`src/rtl/exposure_ctrl_fsm.sv`:
```
// Exposure and readout sequencer for the pixel array: erase, expose for a
// latched and clamped number of cycles, then read row 1 and row 2 through the ADC.
module exposure_ctrl_fsm #(
    parameter logic [4:0] EXP_MIN   = 5'd2,
    parameter logic [4:0] EXP_MAX   = 5'd30,
    parameter logic [7:0] NRE_SETUP = 8'd1,
    parameter logic [7:0] ADC_PULSE = 8'd1,
    parameter logic [7:0] NRE_HOLD  = 8'd1
) (
    input  logic       clk,
    input  logic       reset,
    input  logic       init,
    input  logic [4:0] ex_time,
    output logic       Erase,
    output logic       Expose,
    output logic       NRE_1,
    output logic       NRE_2,
    output logic       ADC,
    output logic       busy,
    output logic       done
);

    typedef enum logic [1:0] {IDLE, EXPOSE, READ1, READ2} state_t;
    typedef enum logic [1:0] {SETUP, PULSE, HOLD} phase_t;

    state_t     state, state_next;
    phase_t     phase, phase_next;
    logic [7:0] step, step_next;
    logic [4:0] exp_cnt, exp_cnt_next;
    logic       done_q, done_next;
    logic [4:0] t_clamped;
    logic [7:0] phase_len;

    always_comb begin
        if (ex_time < EXP_MIN) begin
            t_clamped = EXP_MIN;
        end else if (ex_time > EXP_MAX) begin
            t_clamped = EXP_MAX;
        end else begin
            t_clamped = ex_time;
        end
    end

    always_comb begin
        case (phase)
            SETUP:   phase_len = NRE_SETUP;
            PULSE:   phase_len = ADC_PULSE;
            default: phase_len = NRE_HOLD;
        endcase
    end

    always_ff @(posedge clk or negedge reset) begin
        if (!reset) begin
            state   <= IDLE;
            phase   <= SETUP;
            step    <= 8'd0;
            exp_cnt <= 5'd0;
            done_q  <= 1'b0;
        end else begin
            state   <= state_next;
            phase   <= phase_next;
            step    <= step_next;
            exp_cnt <= exp_cnt_next;
            done_q  <= done_next;
        end
    end

    always_comb begin
        state_next   = state;
        phase_next   = phase;
        step_next    = step;
        exp_cnt_next = exp_cnt;
        done_next    = 1'b0;
        case (state)
            IDLE: begin
                if (init) begin
                    state_next   = EXPOSE;
                    exp_cnt_next = t_clamped;
                    phase_next   = SETUP;
                    step_next    = 8'd0;
                end
            end
            EXPOSE: begin
                // Leave on a count of 1 so the counter never decrements past it.
                if (exp_cnt <= 5'd1) begin
                    state_next   = READ1;
                    phase_next   = SETUP;
                    step_next    = 8'd0;
                    exp_cnt_next = 5'd0;
                end else begin
                    exp_cnt_next = exp_cnt - 5'd1;
                end
            end
            READ1, READ2: begin
                if (step + 8'd1 >= phase_len) begin
                    step_next = 8'd0;
                    case (phase)
                        SETUP: phase_next = PULSE;
                        PULSE: phase_next = HOLD;
                        default: begin
                            phase_next = SETUP;
                            if (state == READ1) begin
                                state_next = READ2;
                            end else begin
                                state_next = IDLE;
                                done_next  = 1'b1;
                            end
                        end
                    endcase
                end else begin
                    step_next = step + 8'd1;
                end
            end
            default: state_next = IDLE;
        endcase
    end

    assign Erase  = (state == IDLE);
    assign Expose = (state == EXPOSE);
    assign NRE_1  = (state != READ1);
    assign NRE_2  = (state != READ2);
    assign ADC    = ((state == READ1) || (state == READ2)) && (phase == PULSE);
    assign busy   = (state != IDLE);
    assign done   = done_q;

endmodule

```
`config.mk`:
```
export PLATFORM = sky130hd
export DESIGN_NAME = exposure_ctrl_fsm
export DESIGN_NICKNAME = d
export VERILOG_FILES = /design/src/rtl/exposure_ctrl_fsm.sv
export SDC_FILE = /design/constraint.sdc
export NUM_CORES = 1
export LEC_CHECK = 0
export ABC_AREA = 1
export CAP_MARGIN = 0
export CORE_MARGIN = 4
export CORE_UTILIZATION = 57
export DETAILED_ROUTE_END_ITERATION = 8
export PLACE_DENSITY = 0.9
export SLEW_MARGIN = 10
export SYNTH_ARGS = -nofsm -noshare
export SYNTH_HDL_FRONTEND = slang
export SYNTH_SLANG_ARGS = --single-unit
```
`constraint.sdc`:
```
create_clock -name clk -period 3.75 [get_ports clk]
set_input_delay 0.5625 -clock clk [delete_from_list [all_inputs] [get_ports clk]]
set_output_delay 0.5625 -clock clk [all_outputs]
set_load 0.02 [all_outputs]
```
## Yosys cells after proc, flatten, opt, wreduce, memory -nomap -nowiden

Cells that the tools add are included.

- Bits in latches: 0
- Memories: 0
- Bits in read-only memories: 0
- RAM bits: 0
- Output and inout port bits: 7
- Flip-flop bits (word level): 18

- Reduce and logical (&&, ||, !) cells: 12
- Bitwise logic cells: 0
- Shift operators: 0
- Magnitude comparators: 4
- Multiply operators: 0
- Add/sub/neg operators: 2
- Mux-type cells: 24
- Eq/ne operators: 10
- Divide/modulo/power cells: 0

Operators by type and width:

| kind | count |
|---|---|
| 8-bit two-way mux | 3 |
| 8-bit one-hot mux with 3 select lines | 1 |
| 5-bit two-way mux | 4 |
| 2-bit two-way mux | 8 |
| 2-bit one-hot mux with 3 select lines | 2 |
| 2-bit inequality test (second input constant) | 5 |
| 5-bit one-hot mux with 2 select lines | 1 |
| 8-bit by 1-bit adder with 8-bit output (second input constant) | 1 |
| 8-bit by 1-bit greater-or-equal comparator with 1-bit output (second input constant) | 1 |
| 5-bit greater-than comparator (second input constant) | 1 |
| 5-bit by 1-bit <= comparator with 1-bit output (second input constant) | 1 |
| 5-bit by 2-bit less-than comparator with 1-bit output (second input constant) | 1 |
| 5-bit by 1-bit subtractor with 5-bit output (second input constant) | 1 |
| 2-bit by 1-bit == test with 1-bit output (second input constant) | 2 |
| 2-bit == test (second input constant) | 2 |
| 2-bit logical NOT | 2 |
| 1-bit two-way mux | 4 |
| 2-bit one-hot mux with 2 select lines | 1 |
| 2-bit AND reduction | 2 |
| 4-bit AND reduction | 1 |
| 2-bit nonzero test | 2 |
| 2-bit OR reduction | 2 |
| 3-bit AND reduction | 1 |
| 2-bit by 1-bit inequality test with 1-bit output (second input constant) | 1 |
| other kinds (2) | 2 |

## Depth between registers and ports, before layout

- Depth after elaboration: 5
- Mapped depth: 11
- Mapped depth without buffers: 11

## Worst setup path before layout

OpenSTA, ideal clock, no wires.

- Kind: reg2reg
- From: register state[0]
- To: register state[0]
- Library setup time: 0.117 ns
- Cell stages (with the launch flop): 9
- Path slack: 1.992 ns
- Required time: 3.633 ns
- Clock period less this slack: 1.758 ns
- Arrival time: 1.641 ns
- Cells stage by stage: dfrtp_1 inv_1 ha_1 inv_1 or2_1 a21boi_4 buf_6 nand4_1 nand2_1

RTL lines:

| item | RTL line | text |
|---|---|---|
| start: declaration | 26 | `state_t state, state_next;` |
| start signal: assignment | 60 | `state <= state_next;` |
| 2-bit logical NOT * | - |  |
| via Erase | 14 | `output logic Erase,` |
| 2-bit inequality test (no line) | - |  |
| 4-bit AND reduction (no line) | - |  |

Mark *: on every way through the listed nets, which the timed path passes. The rest lies on a longest branch. The select of a mux whose other input is x is not followed.
A chain may end at the register's enable or synchronous reset.

## Worst setup path after layout

- From: register state[0]
- To: output port ADC

- Cells in the longest elaborated chain, start to end: 3

Ends and longest elaborated chain:

| item | RTL line | text |
|---|---|---|
| 2-bit == test | 122 | `assign ADC = ((state == READ1) \|\| (state == READ2)) && (phase == PULSE);` |
| 1-bit logical OR * | 122 |  |
| 1-bit logical AND * | 122 |  |
| end: declaration | 18 | `output logic ADC,` |

Mark *: on every way between the ends. The rest lies on a longest branch, timed or not.

==> impl_results.md <==
- Status: completed
- # DRC: 0
- Syn Area/Cell: 8.16 um^2
- TritonCTS clock tree: done
- VDD IR max: 0.000617 V
- Placed Cells: 174
- # resized after CTS: 0
- Final setup vio count: 0
- Slew headroom: 45.2%
- LEAKAGE: 0.636 nW
- Final wirelength: 2310 um
- Clk_skew: 0.00932 ns
- Final setup TNS: 0 ns
- Critical path endpoint category: primary output
- Fin. max-slew vios: 0
- Power per Cell Area: 751 nW/um^2
- Nets: 171
- Area growth, synth to finish: 17.7%
- Crit path from: state[0]
- Worst skew pair latency: 0.31 ns
- Grt total ovfl: 0
- Clock buffer depth: 2
- # rows: 15
- Top post-synthesis cells by count: 26 x nand2_1, 23 x inv_1, 18 x dfrtp_1, 18 x nor2_1, 9 x ha_1
- Period utilisation layout: 70.7%
- Tightest Pin Transition: 0.820 ns
- # IOs: 15
- Core area: 1780 um^2
- Final Core Density: 73.3%
- Slowest cell on crit path: clkdlybuf4s50_1
- First-pass GRT wire length: 4190 um
- Complex-gate fraction of the synthesized area: 12.0%
- Count leader, synth: nand2_1
- CP Max Fanout: 4
- Sink Count: 18
- RSZ-0062 raised after global routing: no
- Maxcap violations: 0
- Final min period: 2.65 ns
- CP arrival: 2.09 ns
- Post-synth EDFFs: 0
- Hold WC Path Type: register to register
- Largest net degree at the start of global routing: 19
- Synth async-reset ratio: 100%
- Clock-pin slew on the worst setup and hold paths: 0.11 ns
- Fmax: 377 MHz
- Reg-to-reg startpoint: state[0]
- Critical Path Max Stage Delay: 0.63 ns
- Port Buffers: 14
- Synth Area in Adders: 10.1%
- Die width: 52.1 um
- DR pass1 iterations: 4
- R2R cell count: 8
- First DRT Iteration DRCs: 35
- Antenna diodes: 0
- Req. time, crit path: 3.19 ns
- Crit path launch type: register
- Gr usage total: 21.3%
- CTS Hold Bufs: 0
- TritonCTS Buffers: 3
- CP Class: register to primary output
- Crit path top cell by count: nor2_1
- Post-synth top area share: 40.6%
- Post-Syn Area: 1110 um^2
- Overall power: 0.981 mW
- Top_reg_cell synth: dfrtp_1
- Postcts setup bufs: 0
- CP Cell Sequence: inv_1 -> ha_1 -> nor2_1 -> nor2_1 -> inv_1 -> nor2_1 -> clkdlybuf4s50_1
- H-Tree Depth: 1
- Synth unique cells: 25
- Non-filler cells in the finished layout: 178
- GP Congestion: 0.853
- Share of layout cells above drive strength 1: 8.50%
- Syn. warnings: 0
- Initial antenna violation count: 0
- Hold Vio Cnt, Final: 0
- Vias/cell: 5.22
- Remaining antenna violation count: 0
- Multiplexer share of the synthesized area: 0%
- Share of the yosys chip area belonging to registers: 40.6%
- Area leader, netlist: dfrtp_1
- Largest family of logic cells by synthesized area: simple AND/OR/NAND/NOR gates
- Drt wl/cell: 13.0 um
- Synth Area in Simple Gates: 26.3%
- Setup slack, reg-to-reg: 1.97 ns
- Vias in the first global route: 994
- Initial core utilization: 62.2%
- Post-Syn Instances: 136
- Top post-synthesis cells by area: dfrtp_1 41%, ha_1 10%, nand2_1 8.8%, inv_1 7.8%, nor2_1 6.1%
- Flops & latches, synth: 18
- Post-synthesis xor/xnor area fraction: 1.58%
- R2R Path End: state[0]
- Chip Height: 52.1 um
- Die area: 2720 um^2
- Dpl hpwl: 1770 um
- Hold slack: 0.522 ns
- Critical Path End: ADC
- Clock Root Buffer: clkbuf_4
- Syn Nets: 153
- Via count: 929
sequential cells by signal, indices dropped and copies added, names as in the netlist:
register,cells
phase,2
state,2
done,1
step,8
exp_cnt,5
cell usage in the layout, fill, tap and decap left out:
| master | n |
|---|---|
| nand2_1 | 26 |
| ha_1 | 9 |
| nand4_2 | 1 |
| clkbuf_4 | 3 |
| nor2_2 | 1 |
| nand4_1 | 5 |
| or2_1 | 1 |
| or2_0 | 1 |
| clkdlybuf4s50_1 | 14 |
| inv_2 | 2 |
| a21oi_1 | 6 |
| a21boi_4 | 1 |
| xor2_1 | 2 |
| nor2_4 | 1 |
| inv_1 | 23 |
| o21ai_2 | 1 |
| clkbuf_8 | 1 |
| dfrtp_1 | 18 |
| o21bai_4 | 1 |
| o22ai_1 | 1 |
| nor2_1 | 18 |
| nand3_4 | 1 |
| a31oi_1 | 2 |
| o21ai_0 | 6 |
| a22oi_1 | 1 |
| nor3_1 | 2 |
| nand3_1 | 5 |
power breakdown:
group	internal, mW	switching [mW]
Sequential	0.246	0.0568
Clock	0.0594	0.0671
Combinational	0.219	0.332
Total	0.524	0.456
critical path: cells and delay by family, from the launching register on:
kind	cells	cell delay [ns]
fa+ha+maj	1	0.17
simple gates	3	0.34
buf+inv	3	0.83
flops	1	0.44
final cells by class:
type | count | area (um^2)
clock buffer | 4 | 36.3
fill | 142 | 477
inverter | 25 | 93.8
multi-input combinational | 92 | 554
sequential | 18 | 450
tap | 25 | 31.3
timing repair buffer | 14 | 140
kinds of logic (layout without fill, tap and decap cells):
logic type,count (synthesis),in the layout
AO/OA/AOI/OAI,19,19
XOR/XNOR,2,2
adder cells (fa/ha/maj),9,9
buffers and inverters,26,43
flip-flops,18,18
AND/OR/NAND/NOR,62,62
through the flow:
step	setup slack (ns)	instance area, um^2
2_1_floorplan	1.99	1110
3_3_place_gp	1.56	1270
3_5_place_dp	1.46	1270
4_1_cts	1.11	1310
5_1_grt	0.964	1310
6_report	1.10	1310
how the worst min path moves through the flow:
stage | startpoint | to | slack [ns] | cells past startpoint
floorplan | reset | done | 0.27 | 0
global placement | phase[0] | phase[0] | 0.47 | 2
detailed placement | phase[0] | phase[0] | 0.49 | 2
CTS | phase[0] | phase[0] | 0.52 | 2
global route | step[4] | step[4] | 0.57 | 2
finish | phase[0] | phase[0] | 0.52 | 2
metal layers:
layer | vias to the layer above | track usage (%) | part of all wire [%]
met1 | 432 | 23.7 | 42
met3 | 9 | 4.87 | 4.5
met2 | 23 | 36.6 | 49
met4 | 0 | 12.2 | 4.4
met5 | - | 0 | 0
li1 | 465 | - | -
(Power assumes the default switching activity.)
